`config.mk`:
```
export PLATFORM = sky130hd
export DESIGN_NAME = serv_irq_ctrl
export DESIGN_NICKNAME = d
export VERILOG_FILES = /design/src/rtl/serv_irq_ctrl.sv
export SDC_FILE = /design/constraint.sdc
export NUM_CORES = 1
export LEC_CHECK = 0
export CAP_MARGIN = 10
export CORE_ASPECT_RATIO = 0.6
export CORE_MARGIN = 2
export CORE_UTILIZATION = 45
export CTS_CLUSTER_DIAMETER = 50
export DETAILED_ROUTE_END_ITERATION = 6
export SLEW_MARGIN = 20
export SYNTH_ARGS = -nofsm -noshare
export SYNTH_HDL_FRONTEND = slang
export SYNTH_SLANG_ARGS = --single-unit
```
`constraint.sdc`:
```
create_clock -name i_clk -period 11.4 [get_ports i_clk]
set_input_delay 2.28 -clock i_clk [delete_from_list [all_inputs] [get_ports i_clk]]
set_output_delay 2.28 -clock i_clk [all_outputs]
set_load 0.005 [all_outputs]
```
`src/rtl/serv_irq_ctrl.sv`:
```
// rtl/serv_irq_ctrl.sv - machine timer and external interrupt aggregator for the SERV CSR unit
// Wishbone-classic register slave driving the mtip/meip pending lines.
module serv_irq_ctrl #(
  parameter int NIRQ = 8,
  parameter int PW   = 8
) (
  input  logic            i_clk,
  input  logic            i_rst,
  input  logic [2:0]      i_wb_adr,
  input  logic [31:0]     i_wb_dat,
  input  logic [3:0]      i_wb_sel,
  input  logic            i_wb_we,
  input  logic            i_wb_cyc,
  input  logic            i_wb_stb,
  output logic [31:0]     o_wb_rdt,
  output logic            o_wb_ack,
  input  logic [NIRQ-1:0] i_irq,
  output logic            o_mtip,
  output logic            o_meip
);

  logic [63:0]     r_mtime;
  logic [63:0]     r_mtimecmp;
  logic [PW-1:0]   r_prescale;
  logic [PW-1:0]   r_pcnt;
  logic [31:0]     r_hi_shadow;
  logic [NIRQ-1:0] r_pending;
  logic [NIRQ-1:0] r_enable;
  logic [NIRQ-1:0] r_edge;
  logic [NIRQ-1:0] r_sync1;
  logic [NIRQ-1:0] r_s;
  logic [NIRQ-1:0] r_sd;

  logic            w_req;
  logic            w_wr;
  logic [7:0]      w_we;
  logic [31:0]     w_bmask;
  logic            w_tick;
  logic [NIRQ-1:0] w_clr;
  logic [NIRQ-1:0] w_rise;
  logic [31:0]     w_prescale32;
  logic [31:0]     w_pending32;
  logic [31:0]     w_enable32;
  logic [31:0]     w_edge32;
  logic [31:0]     w_rdata;

  function automatic logic [31:0] merge(input logic [31:0] old, input logic [31:0] dat,
                                        input logic [31:0] mask);
    return (old & ~mask) | (dat & mask);
  endfunction

  assign w_req   = i_wb_cyc & i_wb_stb & ~o_wb_ack;
  assign w_wr    = w_req & i_wb_we;
  assign w_we    = w_wr ? (8'd1 << i_wb_adr) : 8'd0;
  assign w_bmask = {{8{i_wb_sel[3]}}, {8{i_wb_sel[2]}}, {8{i_wb_sel[1]}}, {8{i_wb_sel[0]}}};
  assign w_tick  = (r_pcnt == r_prescale);
  assign w_clr   = w_we[5] ? (i_wb_dat[NIRQ-1:0] & w_bmask[NIRQ-1:0]) : '0;
  assign w_rise  = r_s & ~r_sd;

  always_comb begin
    w_prescale32 = '0;
    w_pending32  = '0;
    w_enable32   = '0;
    w_edge32     = '0;
    w_prescale32[PW-1:0] = r_prescale;
    w_pending32[NIRQ-1:0] = r_pending;
    w_enable32[NIRQ-1:0]  = r_enable;
    w_edge32[NIRQ-1:0]    = r_edge;
  end

  always_comb begin
    w_rdata = '0;
    case (i_wb_adr)
      3'd0: w_rdata = r_mtime[31:0];
      3'd1: w_rdata = r_hi_shadow;
      3'd2: w_rdata = r_mtimecmp[31:0];
      3'd3: w_rdata = r_mtimecmp[63:32];
      3'd4: w_rdata = w_prescale32;
      3'd5: w_rdata = w_pending32;
      3'd6: w_rdata = w_enable32;
      default: w_rdata = w_edge32;
    endcase
  end

  always_ff @(posedge i_clk or posedge i_rst) begin
    if (i_rst) begin
      o_wb_ack    <= 1'b0;
      o_wb_rdt    <= '0;
      r_hi_shadow <= '0;
    end else begin
      o_wb_ack <= w_req;
      if (w_req)
        o_wb_rdt <= w_rdata;
      // Latching the upper half on a low read makes lo-then-hi a coherent 64-bit snapshot
      if (w_req && !i_wb_we && i_wb_adr == 3'd0)
        r_hi_shadow <= r_mtime[63:32];
    end
  end

  always_ff @(posedge i_clk or posedge i_rst) begin
    if (i_rst) begin
      r_mtime    <= '0;
      r_mtimecmp <= '1;
      r_prescale <= '0;
      r_pcnt     <= '0;
    end else begin
      if (w_we[0] || w_we[1]) begin
        if (w_we[0]) r_mtime[31:0]  <= merge(r_mtime[31:0], i_wb_dat, w_bmask);
        if (w_we[1]) r_mtime[63:32] <= merge(r_mtime[63:32], i_wb_dat, w_bmask);
      end else if (w_tick) begin
        r_mtime <= r_mtime + 64'd1;
      end
      if (w_we[2]) r_mtimecmp[31:0]  <= merge(r_mtimecmp[31:0], i_wb_dat, w_bmask);
      if (w_we[3]) r_mtimecmp[63:32] <= merge(r_mtimecmp[63:32], i_wb_dat, w_bmask);
      if (w_we[4])
        r_prescale <= (r_prescale & ~w_bmask[PW-1:0]) | (i_wb_dat[PW-1:0] & w_bmask[PW-1:0]);
      if (w_we[4] || w_tick)
        r_pcnt <= '0;
      else
        r_pcnt <= r_pcnt + 1'b1;
    end
  end

  always_ff @(posedge i_clk or posedge i_rst) begin
    if (i_rst) begin
      r_enable  <= '0;
      r_edge    <= '0;
      r_pending <= '0;
      r_sync1   <= '0;
      r_s       <= '0;
      r_sd      <= '0;
      o_mtip    <= 1'b0;
      o_meip    <= 1'b0;
    end else begin
      r_sync1 <= i_irq;
      r_s     <= r_sync1;
      r_sd    <= r_s;
      if (w_we[6])
        r_enable <= (r_enable & ~w_bmask[NIRQ-1:0]) | (i_wb_dat[NIRQ-1:0] & w_bmask[NIRQ-1:0]);
      if (w_we[7])
        r_edge <= (r_edge & ~w_bmask[NIRQ-1:0]) | (i_wb_dat[NIRQ-1:0] & w_bmask[NIRQ-1:0]);
      // Edge lines: a new rising edge wins over a simultaneous software clear
      r_pending <= (~r_edge & r_s) | (r_edge & ((r_pending & ~w_clr) | w_rise));
      o_mtip <= (r_mtime >= r_mtimecmp);
      o_meip <= |(r_pending & r_enable);
    end
  end

endmodule

```
Yosys cells after proc, flatten, opt, wreduce, memory -nomap -nowiden:

Cells that the tools add are included.

* add/subtract/negate cells: 2
* $lt $le $gt $ge: 1
* eq/ne operators: 9
* shifts and indexed selects: 1
* mux-type cells: 8
* bitwise operators: 32
* reduce and logical (&&, ||, !) cells: 10

Operators by type and width (number)
* 32-bit one-hot mux with 7 select lines: 1
* 32-bit bitwise AND: 5
* 64-bit two-way mux: 2
* 32-bit bitwise OR: 4
* 8-bit bitwise AND: 9
* 64-bit by 1-bit adder with 64-bit output (second input constant): 1
* 64-bit greater-or-equal comparator: 1
* 32-bit two-way mux: 2
* 8-bit bitwise OR: 5
* 32-bit inverter: 1
* 8-bit inverter: 4
* 8-bit two-way mux: 3
* 3-bit equality test (second input constant): 3
* 8-bit by 1-bit adder with 8-bit output (second input constant): 1
* 8-bit equality test: 1
* 8-bit OR reduction: 1
* 1-bit by 3-bit << shifter with 8-bit output (first input constant): 1
* 3-bit by 2-bit equality test with 1-bit output (second input constant): 2
* 2-bit inequality test (second input constant): 2
* 2-bit AND reduction: 2
* 1-bit bitwise AND: 3
* 3-bit by 1-bit equality test with 1-bit output (second input constant): 1
* 3-bit zero test: 1
* 1-bit logical AND: 2
* other kinds (4): 5

* register bits after elaboration: 259
* bits of input ports: 52
* output and inout port bits: 35
* logic and storage cells: 80

Depth between registers and ports, before layout:

Gate-level depths: netlist of run 1.

* depth in word-level cells: 10
* gate-level depth with buffers: 9
* depth with buffers taken out: 8

Worst setup path after synthesis of run 1:

No wires, ideal clock.

* path kind: input to register
* start: in i_wb_adr[1]
* end: reg (tool-made name)
* library setup time: 121 ps
* arrival: 3890 ps
* data required time: 11279 ps
* setup slack: 7390 ps
* stages on the path: 8
* path buffers: 2
* path through: buf_2 -> nor3_2 -> nand2_1 -> o21a_1 -> o21ai_1 -> buf_2 -> o21ai_0 -> a22o_1

RTL lines
* start, declared: line 9 `input logic [2:0] i_wb_adr,`

==> impl_metrics.ini, run 1 <==
[global_route]
grt_pass1_vias = 11400
grt_pass1_wl_mm = 69.0
grtUsageTotal = 0.271
antenna_found_initial = 1
overflow = 0
grt_max_degree = 121

[worst_setup_path]
end_kind = register
start_kind = primary input
worst_ep_arrival_time_ns = 5.73
crit_chain = clkdlybuf4s50_1, nor3_4, buf_4, nand2_1, o21a_1, o21ai_1, o21ai_0, a22o_1
cpMaxStageDelayCell = clkdlybuf4s50_1
slowest_delay_ns = 0.90
crit_family = compound AO/OA/AOI/OAI gates
required_ns = 11.84
critPathBufInv = 2
crit_path_max_fanout = 27
critPathKind = in -> reg

[clocking]
cts_tree = built
clkTransAtPathRegs_ns = 0.06
cts_max_path_buffers = 3
cts_setup_buffers = 0
numCtsBuffers = 28
hold_buffers = 0
cts_num_sinks = 259
clk_root_buffer_cell = clkbuf_16
h-tree-depth = 1
clock_latency_ns = 0.56
cts_resized = 0

[pwr]
pwr-share-comb = 0.240
p_per_area_mw_per_mm2 = 186
ir_drop_uv = 128
p_leak_nw = 6.76
seqPwrFrac = 0.444
p_int_mw = 2.01
p_switching_mw = 1.06
clock_power_share = 0.316
swShare = 0.346

[sta]
final-hold-violation-count = 0
clock.fmax_mhz = 189
drv_slew = 0
post-route-period-util = 0.464
finalClockSkew_ns = 0.0112
fin_crit_ns = 5.29
final.setup.tns_ns = 0
relSlewSlack = 0.264
worst_pin_slew_ns = 1.09
setup_viol = 0
fin_ws_ns = 6.11
rsz0062_at_grt = false

[synth]
synth_cell_type_count = 75
yosys_most_used_dff = dfrtp_1
syn-cell-area_mm2 = 0.0143
syn_nets = 1541
synth_warnings = 0
syn-mean-instance-area_um2 = 10.0
synth_top_area_cell = dfrtp_1
synth_area_leaders = dfrtp_1, dfstp_2, mux2_2
synth-seq-cells = 259
seq_area_frac_synth = 0.459
synth_top_area_frac = 0.341
synth_edf_count = 0
synth_cells = 1423
async_flop_share = 1.00

[placed_design]
port_buffers = 86
place_ws_ns = 5.69
dpl.hpwl_mm = 31.3
placed_cells = 1872
gp_congestion = 0.960

[die]
dieArea_mm2 = 0.0332
core_area_mm2 = 0.0312
start_util = 0.458
ios = 87
row_count = 50
dieWidth_um = 234
die_y_um = 142

[drt]
drtPass1Iterations = 5
wl_per_cell_um = 23.1
via_per_inst = 6.23
ant_nets = 0
detailroute.via_count = 12000
route.detailed.drc = 0
wl_mm = 44.5
drt_iter0_markers = 1463

[flow_run]
cap_viol_max_count = 0

[layout]
nNetsFinal = 1604
drive_gt1_frac = 0.184
finalNonFillerCells = 1924
syn_to_final_growth_pct = 15.6
utilization = 0.529

[outcome]
status = finished, final reports clean

[hold_path]
hold_class = reg -> reg
## layout make-up
cell class	instances	area [um^2]
Fill cell	2815	14700
Multi-Input combinational cell	1018	7190
Sequential cell	259	6560
Timing Repair Buffer	100	966
Clock buffer	37	806
Tap cell	416	520
Inverter	79	304
Clock inverter	14	168
Antenna cell	1	2.50
## cell usage after synthesis, types with 6 or more instances
| cell type | n |
|---|---|
| o31ai_1 | 7 |
| o21a_1 | 14 |
| a2bb2oi_1 | 6 |
| inv_1 | 79 |
| mux2_2 | 122 |
| dfrtp_1 | 195 |
| nand4_1 | 26 |
| buf_2 | 14 |
| nor4_1 | 14 |
| a221oi_1 | 29 |
| o21ai_0 | 99 |
| and2_1 | 6 |
| a32o_1 | 8 |
| buf_1 | 12 |
| nand2_1 | 144 |
| a22o_1 | 27 |
| ha_1 | 66 |
| mux2i_1 | 10 |
| o22ai_1 | 15 |
| a21oi_1 | 93 |
| nor2_1 | 64 |
| nand3_1 | 57 |
| dfstp_2 | 64 |
| a31oi_1 | 28 |
| and3_1 | 17 |
| nand2b_1 | 6 |
| a22oi_1 | 11 |
| xnor2_1 | 9 |
| a21o_1 | 8 |
| nor3_1 | 25 |
| o22a_1 | 16 |
| clkbuf_1 | 41 |
## final timing paths
check | depth (start not counted) | from | slack [ns] | to
setup / recovery | 8 | i_wb_adr[0] | 6.11 | register
hold / removal | 0 | r_sync1[7] | 0.35 | r_s[7]
setup reg to reg | 8 | register | 8.16 | o_mtip
hold reg to reg | 0 | r_sync1[7] | 0.35 | r_s[7]
max in group asynchronous | 3 | i_rst | 7.59 | r_pcnt[4]
min in group asynchronous | 2 | i_rst | 2.26 | o_wb_rdt[10]
## per-layer routing
layer	up-vias	GRT usage	part of all wire
met2	507	0.358	0.39
met4	0	0.0533	0.018
li1	5441	-	-
met1	5968	0.430	0.49
met3	63	0.0797	0.11
met5	-	0	0
## power by group through the flow
stage	clock network, mW	logic, mW	registers (mW)
floorplan	0	0.518	1.27
global placement	0	0.708	1.36
detailed placement	0	0.729	1.37
CTS	0.988	0.734	1.36
global route	1.02	0.835	1.39
finish	0.971	0.739	1.37
## cells in the final DEF, fill, tap and decap left out, types with 5 or more instances in the layout
| cell | Yosys | routed |
|---|---|---|
| buf_4 | 0 | 14 |
| ha_1 | 66 | 66 |
| xnor2_1 | 9 | 9 |
| and4_1 | 5 | 5 |
| o31ai_1 | 7 | 7 |
| a21oi_1 | 93 | 93 |
| dfrtp_1 | 195 | 195 |
| a221oi_1 | 29 | 29 |
| a22o_1 | 27 | 27 |
| nand3_1 | 57 | 57 |
| a211oi_1 | 5 | 5 |
| clkinv_2 | 0 | 5 |
| o21ai_0 | 99 | 99 |
| a31oi_1 | 28 | 28 |
| a221o_1 | 5 | 5 |
| o22ai_1 | 15 | 15 |
| clkbuf_16 | 0 | 29 |
| a21o_1 | 8 | 8 |
| nor2_1 | 64 | 63 |
| o21a_1 | 14 | 14 |
| clkbuf_8 | 0 | 5 |
| dfstp_2 | 64 | 64 |
| xor2_1 | 5 | 5 |
| a2bb2oi_1 | 6 | 6 |
| o22a_1 | 16 | 16 |
| and3_1 | 17 | 17 |
| inv_1 | 79 | 78 |
| nand2_1 | 144 | 143 |
| and2_1 | 6 | 6 |
| nand2b_1 | 6 | 6 |
| mux2_2 | 122 | 122 |
| a22oi_1 | 11 | 11 |
| a32o_1 | 8 | 8 |
| mux2i_1 | 10 | 10 |
| nor3_1 | 25 | 24 |
| nor4_1 | 14 | 13 |
| nand4_1 | 26 | 26 |
| clkdlybuf4s50_1 | 0 | 86 |
## worst register-to-register path: stages (launching register included)
cell and delay, ns:
dfstp_2 0.54, inv_1 0.04, ha_1 0.31, a21oi_1 0.18, nand2_1 0.07, a221oi_1 0.58, o22ai_1 0.27, nor4_1 0.92
o31ai_1 0.16
## metrics by stage
step	hold WS, ns	power (mW)	cell area [um^2]
after detailed placement	0.335	2.10	15500
after floorplan	0.331	1.79	14300
final	0.346	3.08	16500
after global placement	0.333	2.07	15500
after CTS	0.349	3.08	16500
after global routing	0.353	3.25	16500
## cells by family after synthesis
family                     after synthesis  share of synthesized area
and+or+nand+nor                        403                      0.144
AOI/OAI and AO/OA                      401                      0.185
DFF                                    259                      0.459
buffers and inverters                  146                     0.0396
muxes                                  134                      0.106
adders and majority gates               66                     0.0578
xor gates and xnor gates                14                    0.00858
Note: power is estimated with default switching activity, not from simulation.
==> run 2: changes to the inputs <==
- PLACE_DENSITY: default -> 0.66
- clock period: 11.4 -> 4.5 ns (I/O delays scaled with it)
==> impl_metrics.ini, run 2 (synthesis results as in run 1) <==
[layout]
final_area_mm2 = 0.0166
multi_input_area_mm2 = 0.00720
nNetsFinal = 1613
drive_gt1_frac = 0.189
utilization = 0.530
seq_area_mm2 = 0.00656
diodes = 0
syn_to_final_growth_pct = 15.8
final_common_cell = dfrtp_1
fill_cells = 2746
final_cell_mix = dfrtp_1, nand2_1, mux2_2, o21ai_0, a21oi_1

[drt]
wl_per_cell_um = 23.3
drt_iter0_markers = 1361
route.detailed.drc = 0
ant_nets = 0
wl_mm = 44.9
drtPass1Iterations = 5
detailroute.via_count = 12100
via_per_inst = 6.28

[die]
row_count = 50
dieWidth_um = 234
die_y_um = 142
start_util = 0.458
core_area_mm2 = 0.0312
ios = 87
dieArea_mm2 = 0.0332

[worst_setup_path]
start_kind = primary input
required_ns = 4.94
worst_ep_arrival_time_ns = 3.80
critPathKind = in -> reg
crit_path_max_fanout = 13
end_kind = register
r2r_setup_slack_ns = 1.24

[clocking]
cts_resized = 0
cts_setup_buffers = 0
cts_tree = built
h-tree-depth = 1
hold_buffers = 0
clkTransAtPathRegs_ns = 0.07
cts_num_sinks = 259
clock_latency_ns = 0.56
numCtsBuffers = 27
cts_max_path_buffers = 3
clk_root_buffer_cell = clkbuf_16

[placed_design]
gp_congestion = 0.948
place_ws_ns = 0.708
place_area_mm2 = 0.0157
port_buffers = 86
dpl.hpwl_mm = 32.4

[outcome]
status = finished, final reports clean

[sta]
finalClockSkew_ns = 0.0119
setup_viol = 0
rsz0062_at_grt = false
worst_pin_slew_ns = 1.07
relSlewSlack = 0.281
fin_ws_ns = 1.14
fin_crit_ns = 3.36
final.setup.tns_ns = 0
drv_slew = 0
whs_ns = 0.347
final-hold-violation-count = 0
post-route-period-util = 0.748
clock.fmax_mhz = 297

[global_route]
overflow = 0
grt_pass1_vias = 11400
grt_pass1_wl_mm = 69.4
grtUsageTotal = 0.273
antenna_found_initial = 2
grt_max_degree = 88

[flow_run]
cap_viol_max_count = 0

[pwr]
p_leak_nw = 6.79
ir_drop_uv = 293
p_per_area_mw_per_mm2 = 464

[hold_path]
hold_class = reg -> reg
run 2: critical path: stages:
cell             delay, ns
clkdlybuf4s50_1       0.52
and4b_1               0.56
nand2_1               0.25
o21a_1                0.29
o21ai_1               0.77
o21ai_0               0.22
a22o_1                0.28
run 2: area by class of cell:
class	instances	share of cell area
Inverter	79	0.0181
Multi-Input combinational cell	1018	0.435
Clock buffer	33	0.0434
Sequential cell	259	0.396
Tap cell	416	0.0314
Clock inverter	16	0.0105
Timing Repair Buffer	110	0.0652
run 2: where the power goes:
part	total (mW)	internal, mW	switching (mW)	leakage [nW]
registers	3.46	2.82	0.646	3.10
logic	1.91	0.859	1.05	3.24
clock network	2.31	1.31	0.997	0.447
run 2: path summary, 6_finish.rpt:
check,startpoint,end,cells after the start
min in group asynchronous,i_rst,o_wb_rdt[19],2
max in group asynchronous,i_rst,asynchronous set/reset pin,3
worst min register to register,r_sync1[3],r_s[3],0
worst max register to register,register,o_mtip,8
worst max-delay path,i_wb_we,register,7
worst min-delay path,r_sync1[3],r_s[3],0
run 2: metal layers:
layer,vias to the layer above,GRT usage,part of all wire
met4,0,0.0570,0.020
met2,540,0.358,0.39
met5,-,0,0
met3,71,0.0727,0.10
li1,5448,-,-
met1,6062,0.438,0.49
run 2: per-stage QoR:
| step | power, mW | instances |
|---|---|---|
| 2_1_floorplan | 4.52 | 1423 |
| 3_3_place_gp | 5.27 | 1882 |
| 3_5_place_dp | 5.35 | 1882 |
| 4_1_cts | 7.67 | 1931 |
| 5_1_grt | 8.10 | 1931 |
| 6_report | 7.68 | 1931 |
